`config.mk`:
```
export PLATFORM = sky130hd
export DESIGN_NAME = ahb_sram_slave_flat
export DESIGN_NICKNAME = d
export VERILOG_FILES = /design/src/rtl/ahb_sram_slave_pkg.sv /design/src/rtl/ahb_sram_slave_if.sv /design/src/rtl/ahb_sram_wbuf.sv /design/src/rtl/ahb_sram_slave.sv /design/src/flat_wrapper.sv
export SDC_FILE = /design/constraint.sdc
export NUM_CORES = 1
export LEC_CHECK = 0
export ABC_AREA = 1
export CORE_AREA = 4 4 138 140
export CTS_BUF_LIST = sky130_fd_sc_hd__clkbuf_8 sky130_fd_sc_hd__clkbuf_16
export DETAILED_ROUTE_END_ITERATION = 16
export DIE_AREA = 0 0 142 144
export PLACE_DENSITY = 0.77
export SYNTH_ARGS = -nofsm -noshare
export SYNTH_HDL_FRONTEND = slang
export SYNTH_SLANG_ARGS = --single-unit
export TNS_END_PERCENT = 50
```
`constraint.sdc`:
```
create_clock -name clk -period 3.7 [get_ports clk]
set_input_delay 0.74 -clock clk [delete_from_list [all_inputs] [get_ports clk]]
set_output_delay 0.74 -clock clk [all_outputs]
set_load 0.01 [all_outputs]
```
`src/rtl/ahb_sram_slave_pkg.sv`:
```
// Shared AHB-Lite codes, data-phase state encoding and byte-lane helpers for ahb_sram_slave.
// Pure declarations: no logic, no latency.
// Backpressure: n/a. The D_WAIT state exists only when AHB_SRAM_WAIT_EN is defined.
package ahb_sram_slave_pkg;

    localparam logic [1:0] HTRANS_IDLE   = 2'b00;
    localparam logic [1:0] HTRANS_BUSY   = 2'b01;
    localparam logic [1:0] HTRANS_NONSEQ = 2'b10;
    localparam logic [1:0] HTRANS_SEQ    = 2'b11;

    localparam logic [2:0] HSIZE_8  = 3'd0;
    localparam logic [2:0] HSIZE_16 = 3'd1;
    localparam logic [2:0] HSIZE_32 = 3'd2;
    localparam logic [2:0] HSIZE_64 = 3'd3;

    localparam logic HRESP_OKAY  = 1'b0;
    localparam logic HRESP_ERROR = 1'b1;

    typedef enum logic [2:0] {
        D_IDLE  = 3'd0,
        D_READ  = 3'd1,
        D_WRITE = 3'd2,
        D_ERR1  = 3'd3,
        D_ERR2  = 3'd4
`ifdef AHB_SRAM_WAIT_EN
        ,
        D_WAIT  = 3'd5
`endif
    } dstate_e;

    // Byte-lane enables for a legal (size <= 3) transfer starting at byte offset lo.
    function automatic logic [7:0] size_be(input logic [2:0] size, input logic [2:0] lo);
        logic [7:0] m;
        case (size)
            HSIZE_8:  m = 8'h01;
            HSIZE_16: m = 8'h03;
            HSIZE_32: m = 8'h0F;
            default:  m = 8'hFF;
        endcase
        return m << lo;
    endfunction

    // True when the low address bits are not aligned to the transfer size.
    function automatic logic misaligned(input logic [2:0] size, input logic [2:0] lo);
        logic r;
        case (size)
            HSIZE_16: r = lo[0];
            HSIZE_32: r = |lo[1:0];
            HSIZE_64: r = |lo;
            default:  r = 1'b0;
        endcase
        return r;
    endfunction

    // Overlay the enabled bytes of 'over' onto 'base'.
    function automatic logic [63:0] merge_bytes(input logic [63:0] base, input logic [63:0] over,
                                                input logic [7:0] be);
        logic [63:0] r;
        r = base;
        for (int i = 0; i < 8; i++) begin
            if (be[i]) r[i*8 +: 8] = over[i*8 +: 8];
        end
        return r;
    endfunction

endpackage

```
`src/rtl/ahb_sram_slave_if.sv`:
```
// AHB-Lite slave-side bus bundle between the bus fabric/master and ahb_sram_slave.
// Wires only, no latency.
// Backpressure: hready from the slave, hready_in is the fabric-level ready.
interface ahb_sram_slave_if;
    logic        hsel;
    logic [63:0] haddr;
    logic        hwrite;
    logic [2:0]  hsize;
    logic [2:0]  hburst;
    logic [3:0]  hprot;
    logic [1:0]  htrans;
    logic        hmastlock;
    logic [63:0] hwdata;
    logic        hready_in;
    logic        hready;
    logic        hresp;
    logic [63:0] hrdata;

    modport slave (
        input  hsel, haddr, hwrite, hsize, hburst, hprot, htrans, hmastlock, hwdata, hready_in,
        output hready, hresp, hrdata
    );

    modport master (
        output hsel, haddr, hwrite, hsize, hburst, hprot, htrans, hmastlock, hwdata, hready_in,
        input  hready, hresp, hrdata
    );
endinterface

```
`src/rtl/ahb_sram_wbuf.sv`:
```
// One-entry posted write buffer with drain handshake and read-forwarding byte merge.
// Latency: capture lands the cycle after cap_vld; fwd_dat is combinational.
// Backpressure: holds its entry until drain_rdy; a capture in the drain cycle refills it.
module ahb_sram_wbuf
    import ahb_sram_slave_pkg::*;
#(
    parameter int AW = 13
) (
    input  logic          clk,
    input  logic          rst,
    input  logic          cap_vld,
    input  logic [AW-1:0] cap_addr,
    input  logic [7:0]    cap_be,
    input  logic [63:0]   cap_dat,
    output logic          drain_vld,
    input  logic          drain_rdy,
    output logic [AW-1:0] drain_addr,
    output logic [7:0]    drain_be,
    output logic [63:0]   drain_dat,
    input  logic [AW-1:0] rd_addr,
    input  logic [63:0]   rd_dat,
    output logic [63:0]   fwd_dat
);

    logic          vld_q, vld_d;
    logic [AW-1:0] addr_q, addr_d;
    logic [7:0]    be_q, be_d;
    logic [63:0]   dat_q, dat_d;

    // Next entry: a new capture wins, otherwise the entry empties once drained.
    always_comb begin
        vld_d  = vld_q;
        addr_d = addr_q;
        be_d   = be_q;
        dat_d  = dat_q;
        if (cap_vld) begin
            vld_d  = 1'b1;
            addr_d = cap_addr;
            be_d   = cap_be;
            dat_d  = cap_dat;
        end else if (vld_q && drain_rdy) begin
            vld_d  = 1'b0;
        end
    end

    // Entry registers.
    always_ff @(posedge clk) begin
        if (!rst) begin
            vld_q  <= 1'b0;
            addr_q <= '0;
            be_q   <= '0;
            dat_q  <= '0;
        end else begin
            vld_q  <= vld_d;
            addr_q <= addr_d;
            be_q   <= be_d;
            dat_q  <= dat_d;
        end
    end

    // Forward buffered bytes over SRAM read data when the dword matches.
    always_comb begin
        fwd_dat = rd_dat;
        if (vld_q && (addr_q == rd_addr)) fwd_dat = merge_bytes(rd_dat, dat_q, be_q);
    end

    assign drain_vld  = vld_q;
    assign drain_addr = addr_q;
    assign drain_be   = be_q;
    assign drain_dat  = dat_q;

endmodule

```
`src/rtl/ahb_sram_slave.sv`:
```
// AHB-Lite SRAM responder; zero-wait reads/writes via posted write buffer (AHB_SRAM_WAIT_EN adds read wait states).
// Latency: read data the cycle after the address phase; writes posted, drained when the SRAM port is free.
// Backpressure: one hready=0 cycle only when a read meets a write data phase with the buffer still full.
module ahb_sram_slave
    import ahb_sram_slave_pkg::*;
#(
    parameter int          MEM_AW      = 13,
    parameter logic [63:0] BASE_ADDR   = 64'h0000_0000_8000_0000,
    parameter int          WAIT_CYCLES = 2
) (
    input  logic              clk,
    input  logic              rst,
    ahb_sram_slave_if.slave   bus,
    output logic              sram_cs,
    output logic              sram_we,
    output logic [7:0]        sram_be,
    output logic [MEM_AW-1:0] sram_addr,
    output logic [63:0]       sram_wdata,
    input  logic [63:0]       sram_rdata
);

    localparam logic [63:0] MEM_BYTES = 64'd8 << MEM_AW;

    dstate_e           state_q, state_d;
    logic [MEM_AW-1:0] daddr_q, daddr_d;
    logic [7:0]        be_q, be_d;

    logic [63:0]       off;
    logic              acc, addr_err, stall, rd_issue, cap_vld;
    logic              hready_o, hresp_o;
    logic [63:0]       hrdata_o;
    logic              wb_vld, wb_rdy;
    logic [MEM_AW-1:0] wb_addr;
    logic [7:0]        wb_be;
    logic [63:0]       wb_dat, fwd_dat;

`ifdef AHB_SRAM_WAIT_EN
    localparam int CW = $clog2(WAIT_CYCLES + 1);
    logic [CW-1:0] cnt_q, cnt_d;
    logic [63:0]   rdata_q, rdata_d;
`else
    logic unused_wait;
    assign unused_wait = (WAIT_CYCLES > 0);
`endif

    logic unused_ok;
    assign unused_ok = ^{bus.hburst, bus.hprot, bus.hmastlock};

    // Address-phase decode: accept, window/size/alignment error.
    always_comb begin
        off      = bus.haddr - BASE_ADDR;
        acc      = bus.hsel && bus.hready_in && bus.htrans[1];
        addr_err = (off >= MEM_BYTES) || (bus.hsize > HSIZE_64) || misaligned(bus.hsize, bus.haddr[2:0]);
    end

    // Response from the data-phase state; a read colliding with a full buffer stalls the write.
    always_comb begin
        stall    = (state_q == D_WRITE) && wb_vld && bus.hsel && bus.htrans[1] && !bus.hwrite;
        hready_o = 1'b1;
        hresp_o  = HRESP_OKAY;
        case (state_q)
            D_ERR1:  begin hready_o = 1'b0; hresp_o = HRESP_ERROR; end
            D_ERR2:  hresp_o = HRESP_ERROR;
            D_WRITE: hready_o = !stall;
`ifdef AHB_SRAM_WAIT_EN
            D_WAIT:  hready_o = 1'b0;
`endif
            default: ;
        endcase
    end

    // SRAM port: read issue first, otherwise the buffer drains; nothing moves while in reset.
    always_comb begin
        rd_issue   = rst && acc && hready_o && !bus.hwrite && !addr_err;
        wb_rdy     = rst && !rd_issue;
        cap_vld    = rst && (state_q == D_WRITE) && hready_o;
        sram_cs    = rd_issue || (wb_vld && wb_rdy);
        sram_we    = wb_vld && wb_rdy;
        sram_addr  = rd_issue ? off[MEM_AW+2:3] : wb_addr;
        sram_be    = rd_issue ? 8'hFF : wb_be;
        sram_wdata = wb_dat;
    end

    // Data-phase FSM next state and captured beat attributes.
    always_comb begin
        state_d = state_q;
        daddr_d = daddr_q;
        be_d    = be_q;
`ifdef AHB_SRAM_WAIT_EN
        cnt_d   = cnt_q;
        rdata_d = rdata_q;
`endif
        case (state_q)
            D_ERR1: state_d = D_ERR2;
`ifdef AHB_SRAM_WAIT_EN
            D_WAIT: begin
                if (cnt_q == CW'(WAIT_CYCLES)) rdata_d = fwd_dat;
                cnt_d = cnt_q - CW'(1);
                if (cnt_q == CW'(1)) state_d = D_READ;
            end
`endif
            default: begin
                if (hready_o) begin
                    if (acc) begin
                        daddr_d = off[MEM_AW+2:3];
                        be_d    = size_be(bus.hsize, bus.haddr[2:0]);
                        if (addr_err) begin
                            state_d = D_ERR1;
                        end else if (bus.hwrite) begin
                            state_d = D_WRITE;
                        end else begin
`ifdef AHB_SRAM_WAIT_EN
                            state_d = D_WAIT;
                            cnt_d   = CW'(WAIT_CYCLES);
`else
                            state_d = D_READ;
`endif
                        end
                    end else begin
                        state_d = D_IDLE;
                    end
                end
            end
        endcase
    end

    // FSM state and beat registers.
    always_ff @(posedge clk) begin
        if (!rst) begin
            state_q <= D_IDLE;
            daddr_q <= '0;
            be_q    <= '0;
`ifdef AHB_SRAM_WAIT_EN
            cnt_q   <= '0;
            rdata_q <= '0;
`endif
        end else begin
            state_q <= state_d;
            daddr_q <= daddr_d;
            be_q    <= be_d;
`ifdef AHB_SRAM_WAIT_EN
            cnt_q   <= cnt_d;
            rdata_q <= rdata_d;
`endif
        end
    end

    // Read data is driven only during a read data phase.
    always_comb begin
        hrdata_o = '0;
`ifdef AHB_SRAM_WAIT_EN
        if (state_q == D_READ) hrdata_o = rdata_q;
`else
        if (state_q == D_READ) hrdata_o = fwd_dat;
`endif
    end

    assign bus.hready = hready_o;
    assign bus.hresp  = hresp_o;
    assign bus.hrdata = hrdata_o;

    ahb_sram_wbuf #(.AW(MEM_AW)) u_wbuf (
        .clk        (clk),
        .rst        (rst),
        .cap_vld    (cap_vld),
        .cap_addr   (daddr_q),
        .cap_be     (be_q),
        .cap_dat    (bus.hwdata),
        .drain_vld  (wb_vld),
        .drain_rdy  (wb_rdy),
        .drain_addr (wb_addr),
        .drain_be   (wb_be),
        .drain_dat  (wb_dat),
        .rd_addr    (daddr_q),
        .rd_dat     (sram_rdata),
        .fwd_dat    (fwd_dat)
    );

endmodule

```
`src/flat_wrapper.sv`:
```
// flat-port wrapper written by rule: the top's interface ports become plain ports
module ahb_sram_slave_flat import ahb_sram_slave_pkg::*;
#(
    parameter int          MEM_AW      = 13,
    parameter logic [63:0] BASE_ADDR   = 64'h0000_0000_8000_0000,
    parameter int          WAIT_CYCLES = 2
)
  (clk, rst, sram_cs, sram_we, sram_be, sram_addr, sram_wdata, sram_rdata, bus_hsel, bus_haddr, bus_hwrite, bus_hsize, bus_hburst, bus_hprot, bus_htrans, bus_hmastlock, bus_hwdata, bus_hready_in, bus_hready, bus_hresp, bus_hrdata);
  ahb_sram_slave_if bus_i ();
  input  logic clk;
  input  logic rst;
  output logic sram_cs;
  output logic sram_we;
  output logic [7:0] sram_be;
  output logic [MEM_AW-1:0] sram_addr;
  output logic [63:0] sram_wdata;
  input  logic [63:0] sram_rdata;
  input wire logic [$bits(bus_i.hsel)-1:0] bus_hsel;
  input wire logic [$bits(bus_i.haddr)-1:0] bus_haddr;
  input wire logic [$bits(bus_i.hwrite)-1:0] bus_hwrite;
  input wire logic [$bits(bus_i.hsize)-1:0] bus_hsize;
  input wire logic [$bits(bus_i.hburst)-1:0] bus_hburst;
  input wire logic [$bits(bus_i.hprot)-1:0] bus_hprot;
  input wire logic [$bits(bus_i.htrans)-1:0] bus_htrans;
  input wire logic [$bits(bus_i.hmastlock)-1:0] bus_hmastlock;
  input wire logic [$bits(bus_i.hwdata)-1:0] bus_hwdata;
  input wire logic [$bits(bus_i.hready_in)-1:0] bus_hready_in;
  output wire logic [$bits(bus_i.hready)-1:0] bus_hready;
  output wire logic [$bits(bus_i.hresp)-1:0] bus_hresp;
  output wire logic [$bits(bus_i.hrdata)-1:0] bus_hrdata;
  assign bus_i.hsel = bus_hsel;
  assign bus_i.haddr = bus_haddr;
  assign bus_i.hwrite = bus_hwrite;
  assign bus_i.hsize = bus_hsize;
  assign bus_i.hburst = bus_hburst;
  assign bus_i.hprot = bus_hprot;
  assign bus_i.htrans = bus_htrans;
  assign bus_i.hmastlock = bus_hmastlock;
  assign bus_i.hwdata = bus_hwdata;
  assign bus_i.hready_in = bus_hready_in;
  assign bus_hready = bus_i.hready;
  assign bus_hresp = bus_i.hresp;
  assign bus_hrdata = bus_i.hrdata;
  ahb_sram_slave #(.MEM_AW(MEM_AW), .BASE_ADDR(BASE_ADDR), .WAIT_CYCLES(WAIT_CYCLES)) u_core (.clk(clk), .rst(rst), .bus(bus_i), .sram_cs(sram_cs), .sram_we(sram_we), .sram_be(sram_be), .sram_addr(sram_addr), .sram_wdata(sram_wdata), .sram_rdata(sram_rdata));
endmodule
```
# Word level (Yosys, flattened, before mapping)
# Cells that the tools add are included.
[classes]
n_div = 0
shift = 1
eq_ne = 8
reduce_logical = 30
mul = 0
n_bitwise = 2
order_cmp = 2
n_addsub = 1
n_mux = 26
[op_table]
columns = ["op", "n"]
rows = [
  ["$mux 64", 2],
  ["$mux 8", 12],
  ["$ge 64x17->1 const B", 1],
  ["$sub 64x32->64 const B", 1],
  ["$pmux 8 s3", 1],
  ["$logic_and 1x1->1", 15],
  ["$eq 13x13->1", 1],
  ["$mux 13", 1],
  ["$eq 3x2->1 const B", 4],
  ["$mux 3", 4],
  ["$shl 8x3->8", 1],
  ["$eq 3x1->1 const B", 2],
  ["$reduce_or 2->1", 3],
  ["$logic_not 1->1", 4],
  ["$reduce_bool 2->1", 2],
  ["$eq 3x3->1 const B", 1],
  ["$gt 3x2->1 const B", 1],
  ["$logic_not 3->1", 1],
  ["$logic_or 1x1->1", 3],
  ["$mux 1", 3],
  ["$pmux 1 s3", 1],
  ["$reduce_and 3->1", 1],
  ["$reduce_or 3->1", 1],
  ["$mux 2", 1],
  ["other kinds (2)", 3],
]
[totals]
latch_bits = 0
regBits = 110
word_cells = 78
n_memories = 0
mem_bits_ro = 0
mem_bits_rw = 0
input_bits = 210
output_inout_bits = 153

# Depth between registers and ports, before layout
# Gate-level depths: netlist of run 1.
[depth]
ltp_word = 15
depth_mapped = 18
mapped_depth_nobuf = 18

# Cells and area by module
# From an unflattened synthesis of run 1, not the netlist that was laid out.
[unflattened]
cells_unflattened = 1555
hier_area_um2 = 8899.8
[modules_own_cells]
columns = ["module", "seq_area_each_um2", "n_inst", "cells_per_inst", "area_each_um2"]
rows = [
  ["ahb_sram_wbuf", 1721.7, 1, 920, 5770.5],
  ["ahb_sram_slave", 480.5, 1, 635, 3129.3],
]

# Worst setup path before layout of run 1
# No wires, ideal clock.
[synth_path]
path_kind = "input-to-output"
startpoint = "input port bus_haddr[31]"
endpoint = "output port sram_addr[2]"
cell_stages = 14
n_path_buf = 1
t_arrival_ns = 2.404
required_ns = 2.960
setup_slack_ns = 0.556
cell_sequence = "inv_1 > ha_1 > nand2_2 > nor2_8 > nand2_1 > nor2_1 > xnor2_1 > nand3_1 > inv_1 > nand3_1 > nor2_4 > buf_6 > nand4_1 > nand2_1"
[synth_via]
elab_chain_cells = 7
[synth_lines]
columns = ["item", "line_no", "text"]
rows = [
  ["from (decl)", "flat_wrapper.sv:19", "input wire logic [$bits(bus_i.haddr)-1:0] bus_haddr;"],
  ["$sub 64x32->64", "ahb_sram_slave.sv:51", "off = bus.haddr - BASE_ADDR;"],
  ["$ge 64x17->1", "ahb_sram_slave.sv:53", "addr_err = (off >= MEM_BYTES) || (bus.hsize > HSIZE_64) || misaligned(bus.hsize, bus.haddr[2:0]);"],
  ["$logic_or 1x1->1 (2 in a row)", "ahb_sram_slave.sv:53", ""],
  ["$logic_not 1->1", "ahb_sram_slave.sv:74", "rd_issue = rst && acc && hready_o && !bus.hwrite && !addr_err;"],
  ["$logic_and 1x1->1", "ahb_sram_slave.sv:74", ""],
  ["$mux 13", "ahb_sram_slave.sv:79", "sram_addr = rd_issue ? off[MEM_AW+2:3] : wb_addr;"],
  ["to (decl)", "flat_wrapper.sv:15", "output logic [MEM_AW-1:0] sram_addr;"],
]
# Every way passes these cells.

# Worst setup path after layout of run 1
[layout_path]
startpoint = "input port bus_haddr[55]"
endpoint = "output port sram_addr[1]"
# Same word-level chain as after synthesis.

==> run_results.csv, run 1 <==
group,metric,value,unit
outcome,status,"finished, final reports clean",
setup_path,worstPathArrival,2.86,ns
die,die_w,142,um
setup_path,worst_ep_required_time,2.96,ns
setup_path,cp-end-kind,"primary output",
route,drt_first_pass_iters,5,
global_route,grt_pass1_wl,43300,um
route,drc,0,
sta,max_freq,278,MHz
route,num_vias,8558,
logic_synthesis,yosysTopAreaCellShare,0.332,
route,routed_wl,29500,um
sta,finalWorstSetupSlack,0.0965,ns
run,maxCapViolCount,0,
logic_synthesis,synth_largest_area_cell,"dfxtp_1",
sta,slew_viol_final,0,
setup_path,cp_common_cell,"nor2_2",
clock_tree,numCtsBuffers,9,
route,via_per_inst,4.93,
global_route,grt_util_all_layers,0.269,
logic_synthesis,synth_common_cells,"nor2_1 (234), nand2_1 (176), o21ai_0 (169)",
clock_tree,cts.sinks,110,
logic_synthesis,yosysSeqAreaShare,0.332,
logic_synthesis,yosysUniqueCellTypes,38,
logic_synthesis,syn_area,6630,sq um
die,io_pins,363,
sta,tightest_slew,0.870,ns
clock_tree,root_buffer,"clkbuf_16",
sta,fin_crit_sh,0.974,
global_route,grt_max_degree,96,
route,drt-wirelength-per-cell,17.0,um
route,ant_nets,0,
logic_synthesis,synth_nets,1304,
logic_synthesis,synthTopCellsByArea,"dfxtp_1 (33%), nor2_1 (13%), o21ai_0 (13%), nand2_1 (10%), a21oi_1 (8.0%)",
sta,setup-tns-final,0,ns
placement,place_ws,-0.584,ns
global_route,antenna_found_initial,1,
logic_synthesis,synthFlopType,"dfxtp_1",
clock_tree,tritoncts,"yes",
final_layout,synthToLayoutAreaGrowth,73.0,%
clock_tree,clock_path_buffers,2,
logic_synthesis,ys_ff_latch,110,
logic_synthesis,synth_most_common_cell,"nor2_1",
power_and_ir_drop,power_density,246,nW/um^2
logic_synthesis,synth_cells,1093,
sta,min_period,3.60,ns
placement,place_congestion,0.904,
global_route,grt_pass1_vias,7886,
sta,setup-violations-final,0,
clock_tree,cts.clk_slew.worst_paths,0.08,ns
logic_synthesis,synth-edff-count,0,
global_route,grt-ovfl-total,0,
die,dieArea,20400,sq um
setup_path,path_cells,"dlygate4sd2_1 -> nor2_2 -> nand2_2 -> nor2_2 -> nand2_2 -> nor2_4 -> nor2_1 -> nor2_2 -> nand2_1 -> nor2_2 -> nand2_2 -> nor2_4 -> nand4_4 -> buf_6 -> buf_12 -> nand2_1 -> nand2_1 -> buf_2",
placement,numPortBuffers,353,
final_layout,final_net_count,1712,
final_layout,layout-drive-gt1-share,0.179,
setup_path,cp_slowest_cell,"dlygate4sd2_1",
clock_tree,hold_buffers,0,
die,coreArea,17800,sq um
sta,slew_headroom,0.420,
logic_synthesis,async_flop_share,0,
final_layout,fillCellCount,1596,
die,initial_core_util,0.372,
route,drtIter0Drc,586,
logic_synthesis,avgSynthCellArea,6.07,sq um
setup_path,cp-start-kind,"primary input",
placement,place_hpwl,22200,um
logic_synthesis,synth_warnings,0,
setup_path,slowest_delay,0.29,ns
clock_tree,h-tree-depth,3,
sta,hold_viol,0,
sta,rsz0062_at_grt,"yes",
setup_path,crit_type,"in2out",
die,std_cell_rows,49,
hold_path,min_path_type,"reg2reg",
clock_tree,clock_latency,0.36,ns
sta,skew,0.0144,ns
power_and_ir_drop,peakVddDrop,242,uV
power_and_ir_drop,total_power,2.82,mW
die,die_y,144,um
power_and_ir_drop,p_leak,4.93,nW
setup_path,critical_path.max_fanout,6,
worst paths after layout:
| check | from | end | slack (ns) | cells after the start |
|---|---|---|---|---|
| min reg2reg | u_core.be_q[1] | u_core.be_q[1] | 0.46 | 2 |
| max reg2reg | u_core.u_wbuf.drain_vld | u_core.be_q[2] | 1.65 | 8 |
| min | u_core.be_q[1] | u_core.be_q[1] | 0.46 | 2 |
| max | bus_haddr[55] | sram_addr[1] | 0.1 | 18 |
report_power, final:
part | leakage [nW] | internal [mW] | total (mW) | switching (mW)
logic | 3.90 | 0.343 | 0.619 | 0.276
clock network | 0.141 | 0.473 | 0.967 | 0.494
registers | 0.891 | 1.21 | 1.24 | 0.0234
total | 4.93 | 2.03 | 2.82 | 0.793
per-stage QoR:
stage | instances | instance area (sq um) | util | hold WS, ns
finish | 1736 | 11500 | 0.643 | 0.464
global route | 1735 | 11500 | 0.643 | 0.489
CTS | 1728 | 11400 | 0.638 | 0.467
detailed placement | 1699 | 10900 | 0.609 | 0.455
global placement | 1699 | 10900 | 0.609 | 0.451
floorplan | 1093 | 6630 | - | 0.442
routing by layer:
| layer | track usage | vias to the layer above | wire length (um) |
|---|---|---|---|
| met4 | 0.0808 | 2 | 822 |
| met1 | 0.335 | 3829 | 12000 |
| met2 | 0.451 | 363 | 14200 |
| met5 | 0 | - | 18 |
| met3 | 0.0771 | 53 | 2570 |
| li1 | - | 4311 | - |
cell usage in the layout, fill, tap and decap left out, drive strengths merged, types with 4 or more instances in the layout:
cell           instances
clkdlybuf4s50        293
nor2                 254
nand2                187
o21ai                173
inv                  135
buf                  114
dfxtp                110
a21oi                106
clkbuf                36
nand3                 23
nand4                 19
dlymetal6s2s          10
xnor2                  6
nor3                   6
clkinv                 6
xor2                   5
dlygate4sd2            4
registers in the layout, indices dropped and copies added, names as in the netlist:
| register | cells |
|---|---|
| u_core.daddr_q | 13 |
| u_core.u_wbuf.drain_be | 8 |
| u_core.be_q | 8 |
| u_core.u_wbuf.drain_dat | 64 |
| u_core.u_wbuf.drain_vld | 1 |
| u_core.state_q | 3 |
| u_core.u_wbuf.drain_addr | 13 |
kinds of logic (layout without fill, tap and decap cells):
family | Yosys count | in the layout | share of synthesized area
AOI/OAI and AO/OA | 287 | 287 | 0.220
buffers and inverters | 187 | 600 | 0.109
DFF | 110 | 110 | 0.332
and+or+nand+nor | 497 | 497 | 0.322
other | 0 | 1 | 0
xor gates and xnor gates | 11 | 11 | 0.0145
adders and majority gates | 1 | 1 | 0.00189
area by class of cell:
cell class,count,area (sq um),area share
repair buffers,449,4210,0.366
diodes,1,2.50,0.000218
inverters,135,507,0.0441
multi-input cells,796,3980,0.347
clock inverters,7,66.3,0.00578
flip-flops and latches,110,2200,0.192
clock buffers,9,225,0.0196
well taps,229,287,0.0250
what timing repair did:
item / in CTS / in global routing
buffers inserted: 10 / 8
gates cloned: 3 / 0
gates resized for setup: 119 / 156
setup endpoints to repair: 29 / 79
pin swaps: 19 / 63
worst max-delay path, delay by kind of cell:
| kind | cells | cell delay, ns |
|---|---|---|
| simple gates | 14 | 1.40 |
| buf+inv | 4 | 0.71 |
Power figures use the tool's default switching activity.
==> inputs of run 2 (changes only) <==
--- a/config.mk
+++ b/config.mk
@@ -10,6 +10,7 @@
 export CTS_BUF_LIST = sky130_fd_sc_hd__clkbuf_8 sky130_fd_sc_hd__clkbuf_16
 export DETAILED_ROUTE_END_ITERATION = 16
 export DIE_AREA = 0 0 142 144
+export GPL_ROUTABILITY_DRIVEN = 0
 export PLACE_DENSITY = 0.77
 export SYNTH_ARGS = -nofsm -noshare
 export SYNTH_HDL_FRONTEND = slang
==> run_results.csv, run 2 (synthesis gave the netlist of run 1 again) <==
group,metric,value,unit
sta,slew_viol_final,0,
global_route,antenna_found_initial,0,
route,drtIter0Drc,685,
route,routed_wl,28900,um
clock_tree,cts.sinks,110,
placement,numPortBuffers,353,
clock_tree,root_buffer,"clkbuf_16",
setup_path,critical_path.max_fanout,8,
route,drc,0,
global_route,grt_pass1_wl,41800,um
clock_tree,cts.clk_slew.worst_paths,0.08,ns
clock_tree,h-tree-depth,3,
die,io_pins,363,
sta,tightest_slew,0.840,ns
sta,setup-violations-final,0,
run,maxCapViolCount,0,
clock_tree,clock_path_buffers,2,
setup_path,cp-end-kind,"primary output",
die,std_cell_rows,49,
setup_path,worst_ep_required_time,2.96,ns
power_and_ir_drop,p_leak,4.86,nW
sta,hold_ws,0.462,ns
sta,skew,0.0109,ns
sta,hold_viol,0,
setup_path,crit_type,"in2out",
final_layout,postLayoutCoreUtil,0.639,
die,die_y,144,um
global_route,grt-ovfl-total,0,
final_layout,mostFrequentLayoutCell,"clkdlybuf4s50_1",
placement,place_hpwl,22100,um
final_layout,final_net_count,1697,
hold_path,min_path_type,"reg2reg",
route,via_per_inst,4.98,
clock_tree,tritoncts,"yes",
global_route,grt_pass1_vias,7734,
final_layout,synthToLayoutAreaGrowth,71.9,%
global_route,grt_util_all_layers,0.258,
die,die_w,142,um
sta,min_period,3.60,ns
power_and_ir_drop,total_power,2.95,mW
placement,post_dp_cell_area,10800,sq um
final_layout,fin_area,11400,sq um
sta,fin_crit_sh,0.973,
clock_tree,clock_latency,0.36,ns
global_route,grt_max_degree,96,
die,dieArea,20400,sq um
route,drt_first_pass_iters,4,
sta,setup-tns-final,0,ns
clock_tree,numCtsBuffers,9,
sta,slew_headroom,0.440,
sta,max_freq,278,MHz
route,drt-wirelength-per-cell,16.8,um
route,num_vias,8570,
final_layout,largest_register_ffs,64,
setup_path,cp-start-kind,"primary input",
power_and_ir_drop,power_density,258,nW/um^2
setup_path,worstPathArrival,2.86,ns
outcome,status,"finished, final reports clean",
final_layout,final_cell_mix,"clkdlybuf4s50_1 (295), nor2_1 (204), o21ai_0 (161), nand2_1 (148), inv_1 (127)",
die,coreArea,17800,sq um
final_layout,layout-drive-gt1-share,0.164,
final_layout,fillCellCount,1617,
route,ant_nets,0,
power_and_ir_drop,peakVddDrop,215,uV
die,initial_core_util,0.372,
-- run 2: path summary, 6_finish.rpt --
kind	from	endpoint	slack (ns)	cells after the start
min	u_core.be_q[5]	u_core.be_q[5]	0.46	2
min reg2reg	u_core.be_q[5]	u_core.be_q[5]	0.46	2
max reg2reg	u_core.u_wbuf.drain_vld	u_core.be_q[5]	1.69	8
max	bus_haddr[46]	sram_addr[6]	0.10	18
-- run 2: through the flow --
stage                     setup WS [ns]  cells
after global routing            -0.0290   1720
after CTS                       -0.0320   1719
after floorplan                   0.556   1093
after global placement           -0.524   1694
after detailed placement         -0.572   1694
final                             0.102   1721
-- run 2: power by group --
part	internal, mW	switching [mW]
logic	0.340	0.270
registers	1.21	0.0234
clock network	0.612	0.486
total	2.17	0.779
-- run 2: critical path, stage by stage --
cell and delay (ns):
dlygate4sd2_1 0.25, buf_4 0.14, nor2_4 0.12, nand2_2 0.09, nor2_1 0.11, nand2_1 0.07
o21ai_1 0.13, nand2_1 0.08, nor2_2 0.13, nand3_2 0.15, buf_4 0.17, clkinv_1 0.05
nand2_2 0.06, nor2_4 0.11, buf_12 0.13, nand4_1 0.12, nand2_4 0.12, buf_6 0.10
-- run 2: cell type report --
cell class,instances,area [sq um],share of cell area
well taps,229,287,0.0251
flip-flops and latches,110,2200,0.193
diodes,1,2.50,0.000219
inverters,135,507,0.0444
multi-input cells,796,4000,0.351
repair buffers,434,4070,0.357
clock buffers,9,225,0.0197
clock inverters,7,111,0.00976
-- run 2: routing by layer --
layer,up-vias,part of all wire,global-route usage
met2,330,0.47,0.430
li1,4274,-,-
met4,0,0.035,0.0909
met5,-,0,0
met1,3912,0.41,0.326
met3,54,0.080,0.0651
-- run 2: what timing repair did --
item	4_1_cts	5_1_grt
setup buffers	7	4
pin swaps	32	48
setup endpoints to repair	29	81
resized for setup	155	114
hold buffers	0	0
cloned	2	0
